## src/rtl/kernel_control_ap_ctrl_chain_pkg.sv

```systemverilog
// Shared types for the ap_ctrl_chain kernel controller.
//   ControlChainInterfaceInput  : host/engine handshake inputs into the controller
//   ControlChainInterfaceOutput : host handshake outputs plus datapath start and endian
//   control_sync_state_ap_ctrl_chain : one-hot controller state
//   decode_state()              : maps a state to its output pattern
package PKG_CONTROL;

    localparam int unsigned WATCHDOG_WIDTH = 32;

    typedef struct packed {
        logic ap_start;
        logic ap_continue;
        logic setup;
        logic done;
    } ControlChainInterfaceInput;

    typedef struct packed {
        logic ap_ready;
        logic ap_done;
        logic ap_idle;
        logic start;
        logic endian;
    } ControlChainInterfaceOutput;

    typedef enum logic [6:0] {
        ST_RESET = 7'b000_0001,
        ST_IDLE  = 7'b000_0010,
        ST_SETUP = 7'b000_0100,
        ST_READY = 7'b000_1000,
        ST_START = 7'b001_0000,
        ST_BUSY  = 7'b010_0000,
        ST_DONE  = 7'b100_0000
    } control_sync_state_ap_ctrl_chain;

    function automatic ControlChainInterfaceOutput decode_state(
        input control_sync_state_ap_ctrl_chain state,
        input logic                            endian
    );
        ControlChainInterfaceOutput out;
        out          = '0;
        out.ap_idle  = (state == ST_IDLE);
        out.ap_ready = (state == ST_READY);
        out.start    = (state == ST_START);
        out.ap_done  = (state == ST_DONE);
        out.endian   = endian;
        return out;
    endfunction

endpackage

```

## src/rtl/kernel_control_ap_ctrl_chain_counter.sv

```systemverilog
// control_counter_saturating: up-counter with synchronous reset and clear.
//   clk    : clock
//   rst    : synchronous active-high reset, forces count to 0
//   clear  : synchronous clear, wins over enable
//   enable : count by one this cycle
//   count  : current value; SATURATE=1 holds at all-ones, SATURATE=0 wraps
module control_counter_saturating #(
    parameter int unsigned WIDTH    = 32,
    parameter bit          SATURATE = 1'b1
) (
    input  logic             clk,
    input  logic             rst,
    input  logic             clear,
    input  logic             enable,
    output logic [WIDTH-1:0] count
);

    localparam logic [WIDTH-1:0] ONE = {{(WIDTH-1){1'b0}}, 1'b1};

    logic [WIDTH-1:0] count_q;
    logic [WIDTH-1:0] count_d;

    always_comb begin
        count_d = count_q;
        if (clear) begin
            count_d = '0;
        end else if (enable) begin
            if (!(SATURATE && (&count_q))) begin
                count_d = count_q + ONE;
            end
        end
    end

    always_ff @(posedge clk) begin
        if (rst) begin
            count_q <= '0;
        end else begin
            count_q <= count_d;
        end
    end

    assign count = count_q;

endmodule

```

## src/rtl/kernel_control_ap_ctrl_chain.sv

```systemverilog
// kernel_control_ap_ctrl_chain: ap_ctrl_chain host handshake controller.
// Sequences setup -> start -> busy -> done for the datapath, latches the
// host endian select on each accepted ap_start and reports run statistics.
//   ap_clk              : kernel clock
//   areset              : synchronous active-high reset
//   control_in          : {ap_start, ap_continue, setup, done}
//   endian_in           : host endian select, captured on ap_start accept
//   control_out         : {ap_ready, ap_done, ap_idle, start, endian}, registered
//   busy_cycles         : BUSY cycles of the last/current run (saturating)
//   iteration_count     : runs that reached DONE since reset (wrapping)
//   error_setup_timeout : sticky SETUP watchdog flag, cleared on next accept
//
// state | meaning
// RESET | held in reset, all outputs low
// IDLE  | waiting for ap_start, ap_idle high
// SETUP | waiting for setup engine completion, watchdog running
// READY | one-cycle ap_ready to the host
// START | one-cycle start pulse to the datapath
// BUSY  | datapath running, counting cycles until done
// DONE  | ap_done held until ap_continue
module kernel_control_ap_ctrl_chain
    import PKG_CONTROL::*;
#(
    parameter int unsigned COUNTER_WIDTH        = 32,
    parameter int unsigned SETUP_TIMEOUT_CYCLES = 0
) (
    input  logic                       ap_clk,
    input  logic                       areset,
    input  ControlChainInterfaceInput  control_in,
    input  logic                       endian_in,
    output ControlChainInterfaceOutput control_out,
    output logic [COUNTER_WIDTH-1:0]   busy_cycles,
    output logic [COUNTER_WIDTH-1:0]   iteration_count,
    output logic                       error_setup_timeout
);

    localparam bit WD_EN = (SETUP_TIMEOUT_CYCLES != 0);
    // The watchdog counter reads k during the (k+1)-th SETUP cycle, so the
    // last permitted cycle is the one where it reads limit-1.
    localparam logic [WATCHDOG_WIDTH-1:0] WD_LAST =
        WD_EN ? WATCHDOG_WIDTH'(SETUP_TIMEOUT_CYCLES - 1) : '0;

    control_sync_state_ap_ctrl_chain state_q;
    control_sync_state_ap_ctrl_chain state_d;
    ControlChainInterfaceOutput      ctrl_q;
    ControlChainInterfaceOutput      ctrl_d;
    logic                            error_q;
    logic                            error_d;
    logic                            endian_d;
    logic                            accept;
    logic                            setup_timeout;
    logic [WATCHDOG_WIDTH-1:0]       wd_count;

    always_comb begin
        state_d       = state_q;
        accept        = 1'b0;
        setup_timeout = 1'b0;
        unique case (state_q)
            ST_RESET: state_d = ST_IDLE;
            ST_IDLE: begin
                if (control_in.ap_start) begin
                    state_d = ST_SETUP;
                    accept  = 1'b1;
                end
            end
            ST_SETUP: begin
                // A setup arriving in the final permitted cycle still counts.
                if (control_in.setup) begin
                    state_d = ST_READY;
                end else if (WD_EN && (wd_count == WD_LAST)) begin
                    state_d       = ST_DONE;
                    setup_timeout = 1'b1;
                end
            end
            ST_READY: state_d = ST_START;
            ST_START: state_d = ST_BUSY;
            ST_BUSY: begin
                if (control_in.done) begin
                    state_d = ST_DONE;
                end
            end
            ST_DONE: begin
                if (control_in.ap_continue) begin
                    if (control_in.ap_start) begin
                        state_d = ST_SETUP;
                        accept  = 1'b1;
                    end else begin
                        state_d = ST_IDLE;
                    end
                end
            end
            default: state_d = ST_RESET;
        endcase

        // The endian output flop doubles as the latch for the host select.
        endian_d = accept ? endian_in : ctrl_q.endian;
        ctrl_d   = decode_state(state_d, endian_d);

        error_d = error_q;
        if (accept) begin
            error_d = 1'b0;
        end else if (setup_timeout) begin
            error_d = 1'b1;
        end
    end

    always_ff @(posedge ap_clk) begin
        if (areset) begin
            state_q <= ST_RESET;
            ctrl_q  <= '0;
            error_q <= 1'b0;
        end else begin
            state_q <= state_d;
            ctrl_q  <= ctrl_d;
            error_q <= error_d;
        end
    end

    // busy_cycles clears as START is entered so the host sees 0 during START.
    control_counter_saturating #(
        .WIDTH    (COUNTER_WIDTH),
        .SATURATE (1'b1)
    ) u_busy_counter (
        .clk    (ap_clk),
        .rst    (areset),
        .clear  (state_d == ST_START),
        .enable (state_q == ST_BUSY),
        .count  (busy_cycles)
    );

    control_counter_saturating #(
        .WIDTH    (COUNTER_WIDTH),
        .SATURATE (1'b0)
    ) u_iteration_counter (
        .clk    (ap_clk),
        .rst    (areset),
        .clear  (1'b0),
        .enable ((state_d == ST_DONE) && (state_q != ST_DONE)),
        .count  (iteration_count)
    );

    control_counter_saturating #(
        .WIDTH    (WATCHDOG_WIDTH),
        .SATURATE (1'b1)
    ) u_watchdog_counter (
        .clk    (ap_clk),
        .rst    (areset),
        .clear  (accept),
        .enable (state_q == ST_SETUP),
        .count  (wd_count)
    );

    assign control_out         = ctrl_q;
    assign error_setup_timeout = error_q;

endmodule

```

## config.mk

```make
export PLATFORM = sky130hd
export DESIGN_NAME = kernel_control_ap_ctrl_chain
export DESIGN_NICKNAME = d
export VERILOG_FILES = /design/src/rtl/kernel_control_ap_ctrl_chain_pkg.sv /design/src/rtl/kernel_control_ap_ctrl_chain_counter.sv /design/src/rtl/kernel_control_ap_ctrl_chain.sv
export SDC_FILE = /design/constraint.sdc
export NUM_CORES = 1
export LEC_CHECK = 0
export ABC_AREA = 1
export CAP_MARGIN = 25
export CORE_UTILIZATION = 60
export CTS_CLUSTER_SIZE = 40
export DETAILED_ROUTE_END_ITERATION = 8
export DONT_BUFFER_PORTS = 1
export PLACE_DENSITY = 0.76
export SLEW_MARGIN = 20
export SYNTH_ARGS = -nofsm -noshare
export SYNTH_HDL_FRONTEND = slang
export SYNTH_SLANG_ARGS = --single-unit
```

## constraint.sdc

```tcl
create_clock -name ap_clk -period 2.3 [get_ports ap_clk]
set_input_delay 0.23 -clock ap_clk [delete_from_list [all_inputs] [get_ports ap_clk]]
set_output_delay 0.23 -clock ap_clk [all_outputs]
set_load 0.02 [all_outputs]
```

==> flow_summary_export.csv <==
group,metric,value,unit
run_status,status,"completed",
hold_path,hold_start,"endian_in",
timing,period_share,91.7,%
floorplan,die_h,91.0,um
timing,min_period,2110,ps
setup_path,reg2reg_to,"u_busy_counter.count[21]",
clock_tree,cts_buffers,9,
placement,placedInstanceArea,5100,um^2
grt,antenna_found_initial,0,
clock_tree,clock_latency,360,ps
layout,antenna_cells,0,
setup_path,r2r-start,"u_busy_counter.count[1]",
timing,worstMarginPinSlew,502,ps
timing,setup_tns,0,ps
clock_tree,htreeDepth,3,
setup_path,worstPathArrival,2340,ps
layout,finalNetCount,832,
setup_path,criticalPathCategory,"register to register",
timing,slew-limit-headroom,66.5,%
timing,finClkSkew,10.5,ps
detailed_routing,drcViolationCount,0,
hold_path,hp-class,"input pin to register",
detailed_routing,drt-initial-drc-count,149,
synth,synth.distinct_cells,28,
clock_tree,cts.path.max_buffers,2,
setup_path,crit_fanout,28,
floorplan,initial_core_util,61.8,%
synth,ys_async_sr_fraction,0,%
clock_tree,clock-sinks,76,
timing,slew_viol_final,0,
clock_tree,tritoncts,"yes",
placement,dpl.hpwl,9450,um
setup_path,worstPathRequired,2530,ps
synth,avgSynthCellArea,6.05,um^2
clock_tree,post_cts_buffers,0,
clock_tree,path_clk_slew,90,ps
synth,yosys.area.top_type_share,32.0,%
placement,portBuffers,0,
synth,netlist_top_cells_area,"dfxtp_1, nand2_1, nor2_1, nand3_1, inv_1",
floorplan,die_area,8280,um^2
hold_path,hold_end,"control_out[0]",
setup_path,end_kind,"register",
pwr,irDropWorstVdd,0.392,mV
setup_path,critPathLaunchType,"register",
pwr,leakage,1.88,nW
synth,synth-edff-count,0,
pwr,p_per_area,484,nW/um^2
grt,global_route.overflow_total,0,
layout,drive_gt1_share,12.9,%
floorplan,row_count,32,
layout,design_area,5340,um^2
grt,grt_first_pass_wirelength,21800,um
detailed_routing,dr.pass1.iters,5,
detailed_routing,wl_per_cell,13.7,um
floorplan,die_x,91.0,um
synth,yosys_register_bits,76,
floorplan,core-area,7690,um^2
synth,yosysSeqAreaShare,32.0,%
synth,synthTopCellsByCount,"nand2_1, nor2_1, dfxtp_1",
clock_tree,cts-root-buf,"clkbuf_8",
synth,synth_nets,794,
synth,synth_ff_type,"dfxtp_1",
setup_path,r2r_cells,10,
grt,grt_pass1_vias,4883,
detailed_routing,ant_nets,0,
timing,rsz0062_at_grt,"false",
detailed_routing,vias,4999,
synth,synthCells,785,
layout,area.growth.synth_to_final,12.5,%
flow_run,max_cap_viol_count,0,
timing,final-hold-violation-count,0,
setup_path,r2r_setup_slack,190,ps
synth,synth_most_common_cell,"nand2_1",
detailed_routing,vias_per_cell,5.38,
synth,syn_area,4750,um^2
timing,finalSetupViolCount,0,
synth,yosys_warnings,0,
synth,yosysTopAreaCell,"dfxtp_1",
grt,grt_max_degree,34,
placement,gp_congestion,0.977,
grt,grt_usage,32.5,%
floorplan,ios,77,
detailed_routing,wl,12700,um
hold_path,min_path_cells,2,
timing,max_clock_freq,0.474,GHz
==> report_power, final <==
group,switching [mW],internal [mW]
clock,0.540,0.646
sequential,0.0106,1.32
combinational,0.0484,0.0184
==> flip-flops by register name (all words and copies together) (netlist names) <==
name	count
u_busy_counter.count	32
control_out	5
u_iteration_counter.count	32
state_q	7
==> worst max-delay path by stage <==
stage                                        from                        to
after floorplan           u_busy_counter.count[0]  u_busy_counter.count[17]
after global placement    u_busy_counter.count[0]  u_busy_counter.count[31]
after detailed placement  u_busy_counter.count[1]  u_busy_counter.count[21]
after CTS                 u_busy_counter.count[1]  u_busy_counter.count[21]
after global routing      u_busy_counter.count[0]  u_busy_counter.count[17]
final                     u_busy_counter.count[1]  u_busy_counter.count[21]
==> worst max-delay path, stage by stage, from the launching register on <==
cell and delay (ps):
dfxtp_1 370, ha_1 250, nand2_2 100, nor2_4 200, nand2_4 100, nor2_4 150, nand2_4 90, nand2_4 220
inv_2 270, nand2_1 180, a21oi_2 60
==> routing by layer <==
metal | share of wire, % | GRT usage [%] | wire (um) | vias up
met5 | 0 | 0 | 0 | -
met4 | 4.6 | 18.5 | 582 | 0
met3 | 6.8 | 6.78 | 863 | 47
met2 | 47 | 57.4 | 5950 | 174
met1 | 42 | 36.1 | 5300 | 2250
li1 | - | - | - | 2528
==> cell usage in the layout, fill, tap and decap left out, types with 3 or more instances in the layout <==
master	count
nor2_4	5
nand3_1	48
o21ai_0	10
a21oi_1	39
nand2_2	13
clkbuf_8	10
a21oi_2	20
nor2_1	128
nor3_1	3
dfxtp_1	76
buf_4	45
nand4_1	9
xor2_1	16
inv_1	63
xnor2_1	9
nand2_1	312
nand2_4	3
==> cells by family after synthesis <==
family	after synthesis	share of synthesized area (%)
flip-flops	76	32.0
AND/OR/NAND/NOR	523	45.2
buffers and inverters	84	7.98
XOR/XNOR	25	4.61
adder cells (fa/ha/maj)	2	0.527
AO/OA/AOI/OAI	74	9.61
other	1	0.0789
==> per-stage QoR <==
| step | power (mW) | util (%) | hold slack [ps] | instances | setup slack, ps |
|---|---|---|---|---|---|
| final | 2.59 | 69.5 | 17.1 | 930 | 192 |
| after global routing | 2.66 | 69.5 | 28.5 | 930 | 60.1 |
| after CTS | 2.59 | 69.5 | 8.78 | 930 | 233 |
| after detailed placement | 1.42 | 66.3 | 306 | 913 | 268 |
| after global placement | 1.42 | 66.3 | 303 | 913 | 392 |
| after floorplan | 1.42 | - | 364 | 785 | 408 |
==> timing repair <==
action / 4_1_cts / 5_1_grt
resized for setup: 0 / 0
hold buffers: 1 / 0
endpoints found under the hold margin: 33 / 0
==> cell type report <==
class                   count  area (um^2)
repair buffers             47          378
well taps                 102          128
clock buffers              11          141
flip-flops and latches     76         1520
clock inverters             5         83.8
multi-input cells         625         2850
inverters                  64          240
fillers                   724         2340
Note: power is estimated with default switching activity, not from simulation.
